### src/rtl/dmem_arb_pkg.sv
// ----------------------------------------------------------------------------
// dmem_arb_pkg
//   Shared types and defaults for the data-memory arbiter.
//   - arb_state_e : arbiter FSM states (IDLE, READ_WAIT)
//   - arb_port_e  : requester identity (PORT_CPU, PORT_DMA)
//   - MAX_CPU_RUN_DEFAULT : default limit on consecutive CPU grants while
//     the DMA port is waiting
//   - RUN_CNT_BITS : width of the CPU run counter (covers limits 1..15)
//
//   The address/data width macros normally come from data_memory's
//   macros.vh. The guarded fallbacks below keep this slice self-contained.
//   An earlier definition always takes precedence.
// ----------------------------------------------------------------------------
`ifndef A_BITS
`define A_BITS 8
`endif
`ifndef D_BITS
`define D_BITS 8
`endif

package dmem_arb_pkg;

    typedef enum logic {
        IDLE      = 1'b0,
        READ_WAIT = 1'b1
    } arb_state_e;

    typedef enum logic {
        PORT_CPU = 1'b0,
        PORT_DMA = 1'b1
    } arb_port_e;

    localparam int MAX_CPU_RUN_DEFAULT = 4;
    localparam int RUN_CNT_BITS        = 4;

endpackage

### src/rtl/dmem_arb_prio.sv
// ----------------------------------------------------------------------------
// dmem_arb_prio
//   Grant decision for the two memory requesters plus the CPU run counter.
//   The CPU wins by default. When the DMA port has watched MAX_CPU_RUN
//   consecutive CPU grants while it was waiting, the DMA port wins instead.
//
//   Ports
//     clk, rst   : clock, synchronous active-high reset
//     arb_en     : arbitration allowed this cycle (FSM idle, not in reset)
//     cpu_valid  : CPU request pending
//     dma_valid  : DMA request pending
//     grant_cpu  : CPU granted this cycle (combinational)
//     grant_dma  : DMA granted this cycle (combinational)
// ----------------------------------------------------------------------------
module dmem_arb_prio
    import dmem_arb_pkg::*;
#(
    parameter int MAX_CPU_RUN = MAX_CPU_RUN_DEFAULT
) (
    input  logic clk,
    input  logic rst,
    input  logic arb_en,
    input  logic cpu_valid,
    input  logic dma_valid,
    output logic grant_cpu,
    output logic grant_dma
);

    localparam logic [RUN_CNT_BITS-1:0] RUN_MAX = RUN_CNT_BITS'(MAX_CPU_RUN);

    logic [RUN_CNT_BITS-1:0] run_cnt_q;
    logic [RUN_CNT_BITS-1:0] run_cnt_d;
    logic                    dma_due;

    always_comb begin
        // The DMA port becomes due once the CPU has used up its run.
        dma_due   = dma_valid && (run_cnt_q == RUN_MAX);
        grant_cpu = arb_en && cpu_valid && !dma_due;
        grant_dma = arb_en && dma_valid && !grant_cpu;
    end

    // The counter only tracks CPU grants taken while DMA is waiting.
    // Any cycle without a DMA request resets it, even in READ_WAIT.
    always_comb begin
        run_cnt_d = run_cnt_q;
        if (!dma_valid || grant_dma) begin
            run_cnt_d = '0;
        end else if (grant_cpu && (run_cnt_q != RUN_MAX)) begin
            run_cnt_d = run_cnt_q + 1'b1;
        end
    end

    always_ff @(posedge clk) begin
        if (rst) begin
            run_cnt_q <= '0;
        end else begin
            run_cnt_q <= run_cnt_d;
        end
    end

endmodule

### src/rtl/dmem_arbiter.sv
// ----------------------------------------------------------------------------
// dmem_arbiter
//   Shares one single-port data_memory between the CPU MEM stage and a
//   DMA/debug port.
//   - A write completes in its grant cycle.
//   - A read takes the grant cycle plus one READ_WAIT cycle. The data is
//     returned on the owning port one cycle later, with a single-cycle
//     rsp_valid pulse.
//
//   State table
//     IDLE      | arbitrate; grant cycle for writes and for the read address
//     READ_WAIT | hold mem_read and the captured address; data captured at
//               | the edge that ends this state
//
//   Ports
//     clk, rst                         : clock, synchronous active-high reset
//     cpu_req_* / cpu_rsp_*            : CPU request/response port
//     dma_req_* / dma_rsp_*            : DMA/debug request/response port
//     mem_write, mem_read, mem_address,
//     mem_data_in, mem_data_out        : data_memory interface
// ----------------------------------------------------------------------------
module dmem_arbiter
    import dmem_arb_pkg::*;
#(
    parameter int A_BITS      = `A_BITS,
    parameter int D_BITS      = `D_BITS,
    parameter int MAX_CPU_RUN = MAX_CPU_RUN_DEFAULT
) (
    input  logic              clk,
    input  logic              rst,

    input  logic              cpu_req_valid,
    input  logic              cpu_req_write,
    input  logic [A_BITS-1:0] cpu_req_addr,
    input  logic [D_BITS-1:0] cpu_req_wdata,
    output logic              cpu_req_ready,
    output logic              cpu_rsp_valid,
    output logic [D_BITS-1:0] cpu_rsp_rdata,

    input  logic              dma_req_valid,
    input  logic              dma_req_write,
    input  logic [A_BITS-1:0] dma_req_addr,
    input  logic [D_BITS-1:0] dma_req_wdata,
    output logic              dma_req_ready,
    output logic              dma_rsp_valid,
    output logic [D_BITS-1:0] dma_rsp_rdata,

    output logic              mem_write,
    output logic              mem_read,
    output logic [A_BITS-1:0] mem_address,
    output logic [D_BITS-1:0] mem_data_in,
    input  logic [D_BITS-1:0] mem_data_out
);

    arb_state_e        state_q;
    arb_port_e         rd_port_q;
    logic [A_BITS-1:0] rd_addr_q;
    logic              cpu_rsp_valid_q;
    logic              dma_rsp_valid_q;
    logic [D_BITS-1:0] cpu_rsp_rdata_q;
    logic [D_BITS-1:0] dma_rsp_rdata_q;

    logic              arb_en;
    logic              grant_cpu;
    logic              grant_dma;
    logic              grant_any;
    arb_port_e         gnt_port_d;
    logic              gnt_write_d;
    logic [A_BITS-1:0] gnt_addr_d;
    logic [D_BITS-1:0] gnt_wdata_d;

    assign arb_en = !rst && (state_q == IDLE);

    dmem_arb_prio #(
        .MAX_CPU_RUN (MAX_CPU_RUN)
    ) u_prio (
        .clk       (clk),
        .rst       (rst),
        .arb_en    (arb_en),
        .cpu_valid (cpu_req_valid),
        .dma_valid (dma_req_valid),
        .grant_cpu (grant_cpu),
        .grant_dma (grant_dma)
    );

    // Select the request of the granted port. Grants are one-hot, so
    // defaulting to the CPU fields when nothing is granted is harmless:
    // mem_write and mem_read stay low in that case.
    always_comb begin
        grant_any   = grant_cpu || grant_dma;
        gnt_port_d  = grant_dma ? PORT_DMA : PORT_CPU;
        gnt_write_d = grant_dma ? dma_req_write : cpu_req_write;
        gnt_addr_d  = grant_dma ? dma_req_addr  : cpu_req_addr;
        gnt_wdata_d = grant_dma ? dma_req_wdata : cpu_req_wdata;
    end

    always_comb begin
        cpu_req_ready = grant_cpu;
        dma_req_ready = grant_dma;
        mem_write     = grant_any && gnt_write_d;
        // In reset the READ_WAIT term is masked so the aborted read stops
        // driving memory straight away.
        mem_read      = (grant_any && !gnt_write_d) ||
                        (!rst && (state_q == READ_WAIT));
        mem_address   = (state_q == READ_WAIT) ? rd_addr_q : gnt_addr_d;
        mem_data_in   = gnt_wdata_d;
    end

    always_ff @(posedge clk) begin
        if (rst) begin
            state_q         <= IDLE;
            rd_port_q       <= PORT_CPU;
            rd_addr_q       <= '0;
            cpu_rsp_valid_q <= 1'b0;
            dma_rsp_valid_q <= 1'b0;
            cpu_rsp_rdata_q <= '0;
            dma_rsp_rdata_q <= '0;
        end else begin
            cpu_rsp_valid_q <= 1'b0;
            dma_rsp_valid_q <= 1'b0;
            case (state_q)
                IDLE: begin
                    if (grant_any && !gnt_write_d) begin
                        state_q   <= READ_WAIT;
                        rd_addr_q <= gnt_addr_d;
                        rd_port_q <= gnt_port_d;
                    end
                end
                READ_WAIT: begin
                    state_q <= IDLE;
                    // Only the owning port's data register changes, so the
                    // other port keeps its last response.
                    if (rd_port_q == PORT_CPU) begin
                        cpu_rsp_valid_q <= 1'b1;
                        cpu_rsp_rdata_q <= mem_data_out;
                    end else begin
                        dma_rsp_valid_q <= 1'b1;
                        dma_rsp_rdata_q <= mem_data_out;
                    end
                end
            endcase
        end
    end

    assign cpu_rsp_valid = cpu_rsp_valid_q;
    assign cpu_rsp_rdata = cpu_rsp_rdata_q;
    assign dma_rsp_valid = dma_rsp_valid_q;
    assign dma_rsp_rdata = dma_rsp_rdata_q;

endmodule

### config.mk
export PLATFORM = sky130hd
export DESIGN_NAME = dmem_arbiter
export DESIGN_NICKNAME = d
export VERILOG_FILES = /design/src/rtl/dmem_arb_pkg.sv /design/src/rtl/dmem_arb_prio.sv /design/src/rtl/dmem_arbiter.sv
export SDC_FILE = /design/constraint.sdc
export NUM_CORES = 1
export LEC_CHECK = 0
export CORE_ASPECT_RATIO = 1.25
export CORE_UTILIZATION = 29
export DETAILED_ROUTE_END_ITERATION = 7
export PLACE_DENSITY_LB_ADDON = 0.08
export REMOVE_ABC_BUFFERS = 1
export SLEW_MARGIN = 20
export SYNTH_ARGS = -nofsm -noshare
export SYNTH_HDL_FRONTEND = slang
export SYNTH_HIERARCHICAL = 1
export SYNTH_SLANG_ARGS = --single-unit
export TNS_END_PERCENT = 50
### constraint.sdc
create_clock -name clk -period 2.7 [get_ports clk]
set_input_delay 0.54 -clock clk [delete_from_list [all_inputs] [get_ports clk]]
set_output_delay 0.54 -clock clk [all_outputs]
set_load 0.05 [all_outputs]
==> reports/results.tsv <==
stage	metric	value	unit
run_status	status	finished, final reports clean	
sta	normalized max-slew margin	60.6	%
global_route	first-pass GRT wire length	6760	um
clock_tree	Worst-Skew Late Latency	0.28	ns
setup_path	CP Buf/Inv Count	4	
clock_tree	CTS Root Cell	clkbuf_8	
routing	via/cell ratio	4.76	
power_and_ir_drop	cell internal pwr	839	uW
clock_tree	CTS clk-pin slew, worst paths	0.06	ns
routing	Vias	1667	
power_and_ir_drop	switching power	384	uW
global_route	gr usage total	15.1	%
finish	Nets	336	
sta	Max Slew Vio Count	0	
finish	Layout Cell Area excl Fill	0.00283	mm2
setup_path	crit-path leading delay family	buffers and inverters	
yosys	post-synthesis cell area	0.00161	mm2
yosys	library cells used by synthesis	30	
die	Die ar.	0.00584	mm2
routing	WL per Instance	12.7	um
sta	setup ws final	0.0834	ns
routing	initial drt markers	58	
yosys	largest area contributor in the netlist	dfxtp_1	
setup_path	Arrival @ worst endpoint	2.08	ns
global_route	vias in the first global route	1567	
clock_tree	Max clock buf depth	2	
die	Starting Density	30.9	%
setup_path	slowest CP cell	dfxtp_2	
global_route	largest net degree at the start of global routing	33	
power_and_ir_drop	Leak Pwr	0.00107	uW
sta	Fin. Hold Viols	0	
die	I/O Pins	84	
flow_run	max-cap violations	0	
sta	Final setup viols	0	
power_and_ir_drop	Seq pwr share	40.4	%
routing	residual DRC count	0	
clock_tree	CTS Buf Count	5	
setup_path	WP data required	2.16	ns
finish	share of layout cells above drive strength 1	27.1	%
global_route	initial antenna violation count	0	
placement	Placed Area	0.00261	mm2
yosys	post-synthesis sequential area ratio	39.9	%
routing	post-route antenna net violation count	0	
power_and_ir_drop	share of power burned in the clock network	28.1	%
yosys	flops & latches, synth	32	
routing	Initial DRT Pass Iterations	4	
placement	gpl congestion	0.712	
finish	Syn-to-layout area delta	76.5	%
die	core area	0.00519	mm2
setup_path	startpoint class of the critical path	flop	
die	row count	29	
sta	Final period util	96.9	%
placement	PortBufs	83	
setup_path	Largest stage delay, worst path	0.34	ns
yosys	Yosys top cell area share	39.9	%
yosys	Synth area leaders	dfxtp_1, a21oi_1, a221oi_2	
sta	maximum operating frequency	382	MHz
setup_path	CP Capture Type	output port	
clock_tree	clock sink count	32	
power_and_ir_drop	Max IR drop VDD	0.000178	V
placement	dpl ws	-0.0187	ns
power_and_ir_drop	PwrDens	432	mW/mm2
finish	Core Util, Final	54.6	%
min_path	Hold Crit Class	reg2reg	
finish	antenna cell count	0	
setup_path	Critical Path Fanout Max	10	
power_and_ir_drop	Comb power frac	31.5	%
placement	Detail Placement HPWL	3110	um
yosys	syn_area_per_cell	8.58	um2
setup_path	worst setup path class	reg2out	
yosys	cells after synthesis	187	
die	Die X-Extent	68.5	um
clock_tree	CTS tree	yes	
yosys	Ys Warns	6	
sta	Tmin final	2.62	ns
die	die height	85.2	um
sta	Tightest Pin Transition	0.590	ns
global_route	grt total ovfl	0	
clock_tree	H-tree levels	2	
routing	Post-Route WL	4440	um
power_and_ir_drop	switching share of total power	31.4	%
sta	skew final	0.00319	ns
setup_path	CP cell instances	inv_2, ha_2, nand3b_1, a21oi_4, buf_6, clkbuf_16, a211oi_2, a21oi_1, buf_4	
-- layout make-up --
cell class,count,area [um2]
multi-input combinational,130,916
tap,62,77.6
clock buffer,6,72.6
clock inverter,1,5.00
sequential,32,643
inverter,12,45.0
fill,522,2360
timing repair buffer,107,1070
-- layer usage --
metal | vias to the layer above | wire length, um | part of all wire (%) | GRT usage [%]
li1 | 857 | - | - | -
met1 | 738 | 1910 | 43 | 17.0
met2 | 69 | 2100 | 47 | 25.0
met5 | - | 0 | 0 | 0
met3 | 3 | 407 | 9.2 | 6.99
met4 | 0 | 21 | 0.47 | 3.98
-- repair_timing --
action | in CTS | in global routing
pin swaps | 0 | 3
setup buffers | 0 | 3
hold buffers | 0 | 0
endpoints found under the setup margin | 7 | 18
resized for setup | 0 | 22
gates cloned | 0 | 2
-- cells in the mapped netlist (all sizes together) --
master and count:
a21o 1, nand3b 1, a31oi 2, nor2 4
nor2b 9, buf 7, ha 2, o21ai 3
a21oi 29, nand2 29, a211oi 8, or2b 2
mux2 8, a221oi 8, nand4b 2, or3b 1
clkbuf 6, or4 1, mux2i 1, nand2b 5
dfxtp 32, and2 1, o31a 1, nand3 10
nand4 2, inv 12
-- cell usage in the layout (no fill, tap or decap), drive strengths merged, types with 4 or more instances in the layout --
| cell | netlist | final |
|---|---|---|
| dfxtp | 32 | 32 |
| mux2 | 8 | 8 |
| nand3 | 10 | 10 |
| nor2b | 9 | 9 |
| inv | 12 | 12 |
| nand2b | 5 | 5 |
| a221oi | 8 | 8 |
| a21oi | 29 | 29 |
| clkbuf | 6 | 8 |
| nand2 | 29 | 29 |
| a211oi | 8 | 8 |
| buf | 7 | 42 |
| clkdlybuf4s50 | 0 | 60 |
| nor2 | 4 | 4 |
-- power by group through the flow --
stage	logic, uW	clock network, uW	registers [uW]
after floorplan	170	0	521
after global placement	367	0	504
after detailed placement	367	0	504
after CTS	369	354	494
after global routing	409	376	495
final	385	344	494
-- worst paths after layout --
| kind | endpoint | startpoint | slack, ns | cells past startpoint |
|---|---|---|---|---|
| hold reg to reg | dma_rsp_rdata[3] | dma_rsp_rdata[3] | 0.46 | 2 |
| setup / recovery | mem_address[3] | u_prio/run_cnt_q[0] | 0.08 | 9 |
| setup reg to reg | rd_addr_q[1] | u_prio/run_cnt_q[0] | 0.38 | 10 |
| hold / removal | dma_rsp_rdata[3] | dma_rsp_rdata[3] | 0.46 | 2 |
-- cell families after synthesis --
family / synth area share [%]
muxes: 7.01
and+or+nand+nor: 21.0
adders and majority gates: 1.56
DFF: 39.9
AOI/OAI and AO/OA: 23.5
buffers and inverters: 6.94
-- flip-flops by register name (all words and copies together) (netlist names) --
signal	cells
cpu_rsp_rdata	8
rd_port_q	1
rd_addr_q	8
u_prio/run_cnt_q	4
dma_rsp_valid	1
dma_rsp_rdata	8
state_q	1
cpu_rsp_valid	1
-- per-stage QoR --
stage	std cells	hold WS (ns)	setup TNS, ns	total power (uW)
5_1_grt	350	0.485	-0.0328	1280
6_report	350	0.455	0	1220
3_3_place_gp	338	0.443	0	871
4_1_cts	345	0.458	-0.0719	1220
2_1_floorplan	174	0.446	-47.58	691
3_5_place_dp	338	0.449	-0.0532	872
-- worst reg2reg max path, cell delays in order, from the launching register on --
cell and delay, ns:
dfxtp_2 0.34, inv_2 0.06, ha_2 0.16, nand3b_1 0.18, a21oi_4 0.30, buf_6 0.15, clkbuf_16 0.16, buf_4 0.12
or3b_1 0.35, o31a_4 0.17, a221oi_2 0.24
No activity file was read; power rests on OpenSTA's default activity.
==> RTL edit (same flow settings) <==
The macro `A_BITS` goes from 8 to 10.
--- a/src/rtl/dmem_arb_pkg.sv
+++ b/src/rtl/dmem_arb_pkg.sv
@@ -14,3 +14,3 @@
 `ifndef A_BITS
-`define A_BITS 8
+`define A_BITS 10
 `endif
Ports: changed (resized cpu_req_addr, dma_req_addr and mem_address); port bits go from 84 to 90. The function was not compared with the original's and may differ.
==> RTL edit against the unedited design <==
  * First-iteration DRC count increased by 16%
  * Worst hold slack got worse by 0.0027 ns
  * Sequential share of layout area is 0.91 points higher
  * Sequential cell count up 2
  * Final cell count grew 5.7%
  * Die area increased by 3.9%
  * Via count grew 7.1%
  * Wire length increased by 6.1%
  * Power is 7.8% higher
  * Core utilization is 1.6 points lower
  * Setup slack improved by 0.022 ns
  * Final area rose by 2.5%
  * Synthesized area is 4.1% higher
  * Critical endpoint is now mem_address[1]
  * Largest power group unchanged
  * Synthesized cell count is 8.0% higher
==> RTL edit: results (changes against the unedited design) <==
- Status: completed
- Filler cell count: 562 (+7.7%)
- Largest register FFs: 10
- P_clk: 0.000389 W (+13%)
- DP HPWL: 3420 um (+9.9%)
- Detailed Route Iter0 Violations: 67 (+16%)
- Worst reg-to-reg setup slack: 0.36 ns (-0.02 ns)
- Clock H-tree levels: 2 (unchanged)
- CP max stage cell: dfxtp_4
- Number of global-route vias before repair: 1724 (+10%)
- Seq/Total Area, Yosys: 0.407 (+0.00843)
- Total GRT Usage: 0.154 (+0.00293)
- Internal power consumption: 0.000905 W (+7.9%)
- Switching part of the total: 0.313 (-0.000639)
- FF+latch count, synth: 34 (+6.3%)
- End point of the critical path: mem_address[1]
- Commonest cells post-synth: dfxtp_1, a21oi_1, nand2_1, inv_1
- Final GP Congestion: 0.716 (+0.55%)
- VDD IR max: 0.251 mV (+41%)
- Root buf cell: clkbuf_8
- Die Width: 69.9 um (+1.9%)
- Hold WS: 0.453 ns (-0.00275 ns)
- Share of layout cells above drive strength 1: 0.258 (-0.0127)
- Worst reg2reg path depth: 9 (-1)
- Clock Tree Buf Depth: 2 (unchanged)
- Critical R2R Capture: rd_addr_q[2]$_SDFFE_PP0P_
- Clock skew: 0.00559 ns (+0.00240 ns)
- Final nets: 357 (+6.3%)
- Multi-Input Combinational: 138 (+6.2%)
- Hold Path End: cpu_rsp_rdata[3]$_SDFFE_PP0P_
- Seq area share: 0.236 (+0.00907)
- Clock insertion delay at the later pin of the skew report: 0.28 ns (about the same)
- P_leak: 1.08 nW (+1.6%)
- First-pass GRT wire length: 7500 um (+11%)
- DRT Pass-1 Iters: 4 (unchanged)
- Wire per inst: 12.7 um (+0.33%)
- Non-clk invs: 14 (+2)
- Final clock-cell share: 0.0327 (+0.00536)
- Async SR Flop Fraction: 0 (unchanged)
- Hold_sp: cpu_rsp_rdata[3]$_SDFFE_PP0P_
- Placed cell areas: 0.00273 mm^2 (+4.8%)
- CTS resizes: 15 (+15)
- Top post-synthesis cells by area: dfxtp_1, a21oi_1, nand2_1
- Syn Inst Count: 202 (+8.0%)
- Layout non-clock buf frac: 0.370 (-0.00888)
- Total number of vias: 1785 (+7.1%)
- Critical path's top delay family: compound AO/OA/AOI/OAI gates
- Via density: 4.82 (+1.3%)
- Total sequential power: 0.000525 W (+6.3%)
- Worst relative slew slack: 0.644 (+0.0384)
- Non-clock buffers: 112 (+4.7%)
- # hold bufs at CTS: 0 (unchanged)
- Crit-path max FO: 21 (+11)
- PortBufs: 89 (+7.2%)
- Crit path DAT: 2.05 ns (-0.03 ns)
RTL edit: metrics by stage:
step,setup TNS [ns],worst slack [ns],utilization
floorplan,-58.92,-2.23,-
global placement,-0.256,-0.0581,0.498
detailed placement,-0.376,-0.0553,0.498
CTS,0,0.0265,0.525
global route,-0.105,-0.0431,0.530
finish,0,0.105,0.530
RTL edit: kinds of logic (layout without fill, tap and decap cells):
kind of cell,Yosys count,after routing,share of synthesized area
AO/OA/AOI/OAI,58,58,0.224
adder cells (fa/ha/maj),2,2,0.0150
buffers and inverters,30,134,0.0831
flip-flops,34,34,0.407
multiplexers,9,9,0.0599
AND/OR/NAND/NOR,69,69,0.210
RTL edit: metal layers:
layer  GRT usage  vias to the layer above  share of wire
li1            -                      907              -
met1       0.170                      805           0.42
met2       0.274                       69           0.49
met3      0.0579                        4          0.079
met4      0.0455                        0          0.011
met5           0                        -              0
